## src/rtl/mem_port_arbiter_if.sv

```systemverilog
// Bundles the IF/MEM requester ports and the memory macro port for mem_port_arbiter.
// slave is the arbiter's view; master is the pipeline + memory side.
interface mem_port_arbiter_if #(
  parameter int ADDR_W = 32,
  parameter int DATA_W = 32
);
  logic              if_req;
  logic [ADDR_W-1:0] if_addr;
  logic [DATA_W-1:0] if_rdata;
  logic              if_ready;
  logic              dm_req;
  logic              dm_we;
  logic [ADDR_W-1:0] dm_addr;
  logic [DATA_W-1:0] dm_wdata;
  logic [DATA_W-1:0] dm_rdata;
  logic              dm_ready;
  logic              mem_en;
  logic              mem_we;
  logic [ADDR_W-1:0] mem_addr;
  logic [DATA_W-1:0] mem_wdata;
  logic [DATA_W-1:0] mem_rdata;
  logic              stall;

  modport slave (
    input  if_req, if_addr, dm_req, dm_we, dm_addr, dm_wdata, mem_rdata,
    output if_rdata, if_ready, dm_rdata, dm_ready,
           mem_en, mem_we, mem_addr, mem_wdata, stall
  );

  modport master (
    output if_req, if_addr, dm_req, dm_we, dm_addr, dm_wdata, mem_rdata,
    input  if_rdata, if_ready, dm_rdata, dm_ready,
           mem_en, mem_we, mem_addr, mem_wdata, stall
  );
endinterface

```

## src/rtl/mem_port_arbiter.sv

```systemverilog
// Shares one single-port memory between instruction fetch and data access,
// data first, and stalls the pipeline until every pending request is served.
module mem_port_arbiter #(
  parameter int ADDR_W  = 32,
  parameter int DATA_W  = 32,
  parameter int MEM_LAT = 2
) (
  input logic              clk,
  input logic              rst_n,
  mem_port_arbiter_if.slave bus
);
  localparam int unsigned CNT_W = 4;

  typedef enum logic [1:0] {IDLE, WAIT, RESP} state_e;

  state_e            state_q, state_d;
  logic [CNT_W-1:0]  cnt_q, cnt_d;
  logic              own_dm_q, own_dm_d;
  logic              own_we_q, own_we_d;
  logic              done_i_q, done_i_d;
  logic              done_d_q, done_d_d;
  logic [DATA_W-1:0] if_rdata_q, if_rdata_d;
  logic [DATA_W-1:0] dm_rdata_q, dm_rdata_d;
  logic [ADDR_W-1:0] mem_addr_q, mem_addr_d;
  logic [DATA_W-1:0] mem_wdata_q, mem_wdata_d;

  logic issue, mem_we_c, if_ready_c, dm_ready_c, stall_c;
  logic dm_elig, if_elig;

  always_comb begin
    state_d     = state_q;
    cnt_d       = cnt_q;
    own_dm_d    = own_dm_q;
    own_we_d    = own_we_q;
    done_i_d    = done_i_q;
    done_d_d    = done_d_q;
    if_rdata_d  = if_rdata_q;
    dm_rdata_d  = dm_rdata_q;
    mem_addr_d  = mem_addr_q;
    mem_wdata_d = mem_wdata_q;
    issue       = 1'b0;
    mem_we_c    = 1'b0;
    if_ready_c  = 1'b0;
    dm_ready_c  = 1'b0;
    dm_elig     = bus.dm_req & ~done_d_q;
    if_elig     = bus.if_req & ~done_i_q;

    case (state_q)
      IDLE: begin
        if (dm_elig || if_elig) begin
          issue    = 1'b1;
          own_dm_d = dm_elig;
          own_we_d = dm_elig & bus.dm_we;
          mem_we_c = dm_elig & bus.dm_we;
          cnt_d    = CNT_W'(MEM_LAT);
          state_d  = WAIT;
          if (dm_elig) begin
            mem_addr_d  = bus.dm_addr;
            mem_wdata_d = bus.dm_wdata;
          end else begin
            mem_addr_d  = bus.if_addr;
          end
        end
      end
      WAIT: begin
        cnt_d = cnt_q - CNT_W'(1);
        if (cnt_q == CNT_W'(1)) begin
          state_d = RESP;
          if (!own_dm_q)      if_rdata_d = bus.mem_rdata;
          else if (!own_we_q) dm_rdata_d = bus.mem_rdata;
        end
      end
      RESP: begin
        state_d = IDLE;
        if (own_dm_q) begin
          dm_ready_c = 1'b1;
          done_d_d   = 1'b1;
        end else begin
          if_ready_c = 1'b1;
          done_i_d   = 1'b1;
        end
      end
      default: state_d = IDLE;
    endcase

    stall_c = (bus.if_req & ~done_i_q & ~if_ready_c) |
              (bus.dm_req & ~done_d_q & ~dm_ready_c);
    // Pipeline advance wins over the RESP-edge done set: a held request is a new one.
    if (!stall_c) begin
      done_i_d = 1'b0;
      done_d_d = 1'b0;
    end
  end

  always_ff @(posedge clk or negedge rst_n) begin
    if (!rst_n) begin
      state_q     <= IDLE;
      cnt_q       <= '0;
      own_dm_q    <= 1'b0;
      own_we_q    <= 1'b0;
      done_i_q    <= 1'b0;
      done_d_q    <= 1'b0;
      if_rdata_q  <= '0;
      dm_rdata_q  <= '0;
      mem_addr_q  <= '0;
      mem_wdata_q <= '0;
    end else begin
      state_q     <= state_d;
      cnt_q       <= cnt_d;
      own_dm_q    <= own_dm_d;
      own_we_q    <= own_we_d;
      done_i_q    <= done_i_d;
      done_d_q    <= done_d_d;
      if_rdata_q  <= if_rdata_d;
      dm_rdata_q  <= dm_rdata_d;
      mem_addr_q  <= mem_addr_d;
      mem_wdata_q <= mem_wdata_d;
    end
  end

  // Issue is combinational from IDLE, so gate it with reset to keep the strobe low in reset.
  assign bus.mem_en    = issue & rst_n;
  assign bus.mem_we    = mem_we_c & rst_n;
  assign bus.mem_addr  = mem_addr_d;
  assign bus.mem_wdata = mem_wdata_d;
  assign bus.if_rdata  = if_rdata_q;
  assign bus.dm_rdata  = dm_rdata_q;
  assign bus.if_ready  = if_ready_c;
  assign bus.dm_ready  = dm_ready_c;
  assign bus.stall     = stall_c;
endmodule
```

## src/flat_wrapper.sv

```systemverilog
// flat-port wrapper written by rule: the top's interface ports become plain ports
module mem_port_arbiter_flat 
#(
  parameter int ADDR_W  = 32,
  parameter int DATA_W  = 32,
  parameter int MEM_LAT = 2
)
  (clk, rst_n, bus_if_req, bus_if_addr, bus_dm_req, bus_dm_we, bus_dm_addr, bus_dm_wdata, bus_mem_rdata, bus_if_rdata, bus_if_ready, bus_dm_rdata, bus_dm_ready, bus_mem_en, bus_mem_we, bus_mem_addr, bus_mem_wdata, bus_stall);
  mem_port_arbiter_if #(.ADDR_W(ADDR_W), .DATA_W(DATA_W)) bus_i ();
  input logic clk;
  input logic rst_n;
  input wire logic [$bits(bus_i.if_req)-1:0] bus_if_req;
  input wire logic [$bits(bus_i.if_addr)-1:0] bus_if_addr;
  input wire logic [$bits(bus_i.dm_req)-1:0] bus_dm_req;
  input wire logic [$bits(bus_i.dm_we)-1:0] bus_dm_we;
  input wire logic [$bits(bus_i.dm_addr)-1:0] bus_dm_addr;
  input wire logic [$bits(bus_i.dm_wdata)-1:0] bus_dm_wdata;
  input wire logic [$bits(bus_i.mem_rdata)-1:0] bus_mem_rdata;
  output wire logic [$bits(bus_i.if_rdata)-1:0] bus_if_rdata;
  output wire logic [$bits(bus_i.if_ready)-1:0] bus_if_ready;
  output wire logic [$bits(bus_i.dm_rdata)-1:0] bus_dm_rdata;
  output wire logic [$bits(bus_i.dm_ready)-1:0] bus_dm_ready;
  output wire logic [$bits(bus_i.mem_en)-1:0] bus_mem_en;
  output wire logic [$bits(bus_i.mem_we)-1:0] bus_mem_we;
  output wire logic [$bits(bus_i.mem_addr)-1:0] bus_mem_addr;
  output wire logic [$bits(bus_i.mem_wdata)-1:0] bus_mem_wdata;
  output wire logic [$bits(bus_i.stall)-1:0] bus_stall;
  assign bus_i.if_req = bus_if_req;
  assign bus_i.if_addr = bus_if_addr;
  assign bus_i.dm_req = bus_dm_req;
  assign bus_i.dm_we = bus_dm_we;
  assign bus_i.dm_addr = bus_dm_addr;
  assign bus_i.dm_wdata = bus_dm_wdata;
  assign bus_i.mem_rdata = bus_mem_rdata;
  assign bus_if_rdata = bus_i.if_rdata;
  assign bus_if_ready = bus_i.if_ready;
  assign bus_dm_rdata = bus_i.dm_rdata;
  assign bus_dm_ready = bus_i.dm_ready;
  assign bus_mem_en = bus_i.mem_en;
  assign bus_mem_we = bus_i.mem_we;
  assign bus_mem_addr = bus_i.mem_addr;
  assign bus_mem_wdata = bus_i.mem_wdata;
  assign bus_stall = bus_i.stall;
  mem_port_arbiter #(.ADDR_W(ADDR_W), .DATA_W(DATA_W), .MEM_LAT(MEM_LAT)) u_core (.clk(clk), .rst_n(rst_n), .bus(bus_i));
endmodule
```

## config.mk

```make
export PLATFORM = sky130hd
export DESIGN_NAME = mem_port_arbiter_flat
export DESIGN_NICKNAME = d
export VERILOG_FILES = /design/src/rtl/mem_port_arbiter_if.sv /design/src/rtl/mem_port_arbiter.sv /design/src/flat_wrapper.sv
export SDC_FILE = /design/constraint.sdc
export NUM_CORES = 1
export LEC_CHECK = 0
export CAP_MARGIN = 20
export CORE_ASPECT_RATIO = 1.5
export CORE_MARGIN = 1
export CORE_UTILIZATION = 45
export CTS_BUF_LIST = sky130_fd_sc_hd__clkbuf_8 sky130_fd_sc_hd__clkbuf_16
export DETAILED_ROUTE_END_ITERATION = 8
export PLACE_DENSITY = 0.87
export SETUP_SLACK_MARGIN = 0.2
export SLEW_MARGIN = 20
export SYNTH_ARGS = -nofsm -noshare
export SYNTH_HDL_FRONTEND = slang
export SYNTH_SLANG_ARGS = --single-unit
```

## constraint.sdc

```tcl
create_clock -name clk -period 3.3 [get_ports clk]
set_input_delay 0.66 -clock clk [delete_from_list [all_inputs] [get_ports clk]]
set_output_delay 0.66 -clock clk [all_outputs]
set_load 0.01 [all_outputs]
```

[Word level (Yosys, flattened, before mapping)]
Cells that the tools add are included.
Word-level totals
  output and inout port bits: 133
  bits of input ports: 133
  bits in registers: 138
Cells by class
  reductions and logical operators: 10
  equal/unequal tests: 8
  multiplexer cells: 25
  bitwise operators: 14
  add/subtract/negate cells: 1
Operators by type and width (count)
  $mux W32: 6
  $mux W1: 14
  $reduce_and A2 Y1: 5
  $ne A2 B1 Y1 const B: 4
  $pmux W4 S2: 1
  $and A1 B1 Y1: 7
  $not A1 Y1: 6
  $eq A4 B1 Y1 const B: 1
  $mux W2: 2
  $mux W4: 1
  $pmux W2 S2: 1
  $reduce_and A4 Y1: 1
  $sub A4 B1 Y4 const B: 1
  $reduce_and A3 Y1: 1
  $eq A2 B1 Y1 const B: 1
  $eq A2 B2 Y1 const B: 1
  $logic_not A2 Y1: 1
  $ne A2 B2 Y1 const B: 1
  $reduce_bool A2 Y1: 1
  $logic_or A1 B1 Y1: 1
  $or A1 B1 Y1: 1

[Longest topological paths before layout]
  depth after elaboration: 7
  mapped depth: 6

[Least setup slack after synthesis]
No wires, ideal clock.
  path type: in2out
  from: input bus_dm_req
  to: output bus_mem_addr[10]
  setup slack: 0.798 ns
  buffers on the path: 2
  arrival: 1.842 ns
  stages: 5
  cells stage by stage: nand2b_1 -> buf_2 -> a211oi_4 -> buf_4 -> mux2_2
Between the ends
  word-level cells in the longest chain between the ends: 4
  elaborated cells on any way between the ends: 5
  classes of those cells: mux (3); bitwise (1); reduce/logical (1)
Ends and longest elaborated chain
  start: declaration: line flat_wrapper.sv:14  | input wire logic [$bits(bus_i.dm_req)-1:0] bus_dm_req;
  $and A1 B1 Y1 (*): line mem_port_arbiter.sv:45  | dm_elig = bus.dm_req & ~done_d_q;
  $mux W32 / $logic_or A1 B1 Y1 (equally long branches): line mem_port_arbiter.sv:57, mem_port_arbiter.sv:50
  $mux W32 (*): line mem_port_arbiter.sv:50  | if (dm_elig || if_elig) begin
  $mux W32 (*): line mem_port_arbiter.sv:48  | case (state_q)
  end: declaration: line flat_wrapper.sv:25  | output wire logic [$bits(bus_i.mem_addr)-1:0] bus_mem_addr;
Every way passes the cells marked *; elsewhere a longest branch is shown, timed or not.

[Worst setup path after layout]
  from: input bus_if_req
  to: output bus_mem_addr[8]
Between the ends
  word-level cells in the longest chain between the ends: 4
Ends and longest elaborated chain
  start: declaration: line flat_wrapper.sv:12  | input wire logic [$bits(bus_i.if_req)-1:0] bus_if_req;
  $and A1 B1 Y1: line mem_port_arbiter.sv:46  | if_elig = bus.if_req & ~done_i_q;
  $logic_or A1 B1 Y1: line mem_port_arbiter.sv:50
  $mux W32: line mem_port_arbiter.sv:50
  $mux W32: line mem_port_arbiter.sv:48
Every way passes these cells.

==> flow_summary.toml <==
[run_status]
outcome = "finished with violations"
violations = "DRC"

[clocking]
clk_latency_ns = 0.41
clkTransAtPathRegs_ns = 0.06
cts-root-buf = "clkbuf_16"
cts_tree = "yes"
hold_buffers = 0
ctsHtreeMaxLevel = 4
cts_sinks = 138
cts_buffers = 17
clk_path_buf_depth = 2

[timing]
grt_setup_unrepaired = "yes"
fin_tns_setup_ns = 0
slew_headroom_pct = 38.3
fin_skew_ns = 0.0114
finalSetupViolCount = 0
fin_crit_sh_pct = 93.5
period_needed_ns = 3.08
max_freq_mhz = 324
hold_viol = 0
slew_viol_final = 0
whs_ns = 0.172
worst-slew-pin-transition_ns = 0.926

[cells_and_area]
drive_gt1_share_pct = 32.7
final_common_cell = "clkdlybuf4s50_1"
final_cell_mix = "clkdlybuf4s50_1, mux2_2, dfrtp_1, clkbuf_16, clkdlybuf4s15_1"
num-nets-final = 776
area_growth_pct = 60.4
antenna_cells = 0
stdcell_count = 810

[pwr]
combinationalPowerShare_pct = 45.6
ir_drop_v = 0.000603
p_switching_mw = 2.69
clock_power_share_pct = 20.9
sw_frac_of_total_pct = 31.1
power.leakage_nw = 3.85
internal-power_mw = 5.98
seqPwrFrac_pct = 33.5
cellPowerDensity_nw_per_um2 = 950

[yosys]
syn_area_um2 = 5690
synth_warnings = 0
ys.flop_type = "dfrtp_1"
synth_xor_area_share_pct = 0.308
synth_cell_types = 31
synth-simple-area-share_pct = 3.06
synth-seq-cells = 138
syn_nets = 495
synth_fa_ha_area_share_pct = 0.440
async_flop_share_pct = 100
synth_edf_count = 0
synthMuxAreaShare_pct = 31.7
synth_compound_area_share_pct = 1.56
synth_cells = 360
synth_top_family_by_area = "multiplexers"
avgSynthCellArea_um2 = 15.8
ys_seq_area_share_pct = 60.7

[floorplan]
die_x_um = 93.8
start_util_pct = 45.9
core_area_um2 = 12400
die_area_um2 = 13100
io_pins = 266
die_height_um = 140
core.rowCount = 50

[route]
wl_um = 14600
wl_per_cell_um = 18.1
final_antenna_net_count = 0
vias = 4056
drc = 1
via_per_inst = 5.01
drtIter0Drc = 80
firstDrtPassIters = 6

[grt]
grt_pass1_vias = 4632
grt_max_degree = 75
grt_antenna_before_repair = 0
overflow = 0
grt_pass1_wl_um = 23000
grtUsageTotal_pct = 23.1

[worst_setup_path]
arrival_ns = 2.42
cp_max_fo = 11
ff2ff_path_depth = 6
reg2reg_slack_ns = 1.17
worstSetupPathType = "in2out"
cp-end-kind = "output pin"
required_ns = 2.64
crit_path_start_kind = "input pin"

[hold_path]
hp-class = "in2async"

[placed_design]
dp.cells = 774
io_buffers = 265
routabilityCongestion = 0.787
dp_hpwl_um = 10700

[job]
drv_cap = 0
## cell type report
type                    count  area [um^2]
flip-flops and latches    138         3450
fillers                   785         3260
clock buffers              18          439
well taps                 156          195
repair buffers            280         2780
multi-input cells         200         2110
clock inverters            14          138
inverters                   4         15.0
## path summary, 6_finish.rpt
kind,from,endpoint
max,bus_if_req,bus_mem_addr[8]
max reg2reg,u_core.cnt_q[1],u_core.bus.if_rdata[9]
min reg2reg,u_core.bus.if_rdata[6],u_core.bus.if_rdata[6]
max in group asynchronous,rst_n,u_core.bus.dm_rdata[9]
min in group clk,u_core.bus.if_rdata[6],u_core.bus.if_rdata[6]
min,rst_n,u_core.mem_wdata_q[25]
## worst max-delay path, stage by stage
cell and delay [ns]:
clkdlybuf4s50_1 0.46, nand2b_1 0.11, a211oi_4 0.25, buf_6 0.16, buf_8 0.14, mux2_2 0.36, dlygate4sd2_1 0.29
## what timing repair did
| action | in CTS | in global routing |
|---|---|---|
| resized for setup | 43 | 29 |
| pin swaps | 1 | 0 |
| cloned | 2 | 0 |
| endpoints found under the hold margin | 0 | 0 |
| endpoints found under the setup margin | 67 | 31 |
| setup buffers | 2 | 0 |
## per-stage QoR
stage | total power [mW] | worst slack (ns) | area (um^2) | util [%]
2_1_floorplan | 4.69 | 0.798 | 5690 | -
3_5_place_dp | 7.01 | -0.0546 | 8530 | 68.9
6_report | 8.68 | 0.216 | 9130 | 73.7
4_1_cts | 8.75 | 0.208 | 9120 | 73.6
5_1_grt | 9.14 | 0.152 | 9130 | 73.7
3_3_place_gp | 6.83 | -0.00133 | 8530 | 68.9
## cells in the mapped netlist (2+ instances only)
cell,instances,area [um^2]
mux2_2,154,1730
dfrtp_1,138,3450
buf_2,12,60.1
mux2_1,6,67.6
nand2b_1,6,37.5
nor2_1,6,22.5
inv_1,4,15.0
buf_4,3,22.5
buf_6,3,33.8
a21oi_1,2,10.0
a22oi_1,2,15.0
ha_1,2,25.0
nand2_1,2,7.51
nand3b_1,2,15.0
nor3_4,2,32.5
## power groups by stage
stage               combinational (mW)  sequential [mW]  clock (mW)
finish                            3.96             2.91        1.81
global route                      4.19             3.01        1.94
CTS                               3.98             2.91        1.86
detailed placement                4.08             2.93           0
global placement                  3.96             2.87           0
floorplan                         1.68             3.02           0
## flip-flops by register name, summed over array words and instances (netlist names)
name,cells
u_core.cnt_q,4
u_core.done_i_q,1
u_core.bus.dm_rdata,32
u_core.mem_wdata_q,32
u_core.state_q,2
u_core.mem_addr_q,32
u_core.bus.if_rdata,32
u_core.done_d_q,1
u_core.own_we_q,1
u_core.own_dm_q,1
## kinds of logic after synthesis
group	after synthesis
compound gates	11
xor+xnor	2
fa+ha+maj	2
buf+inv	22
flops	138
mux	160
simple gates	25
## per-layer routing
metal | global-route usage [%] | part of all wire, % | up-vias
met5 | 0 | 0 | -
met4 | 10.2 | 3.2 | 0
met3 | 7.05 | 6.8 | 33
met2 | 43.2 | 56 | 170
met1 | 22.8 | 34 | 2013
li1 | - | - | 1840
(Power assumes the default switching activity.)
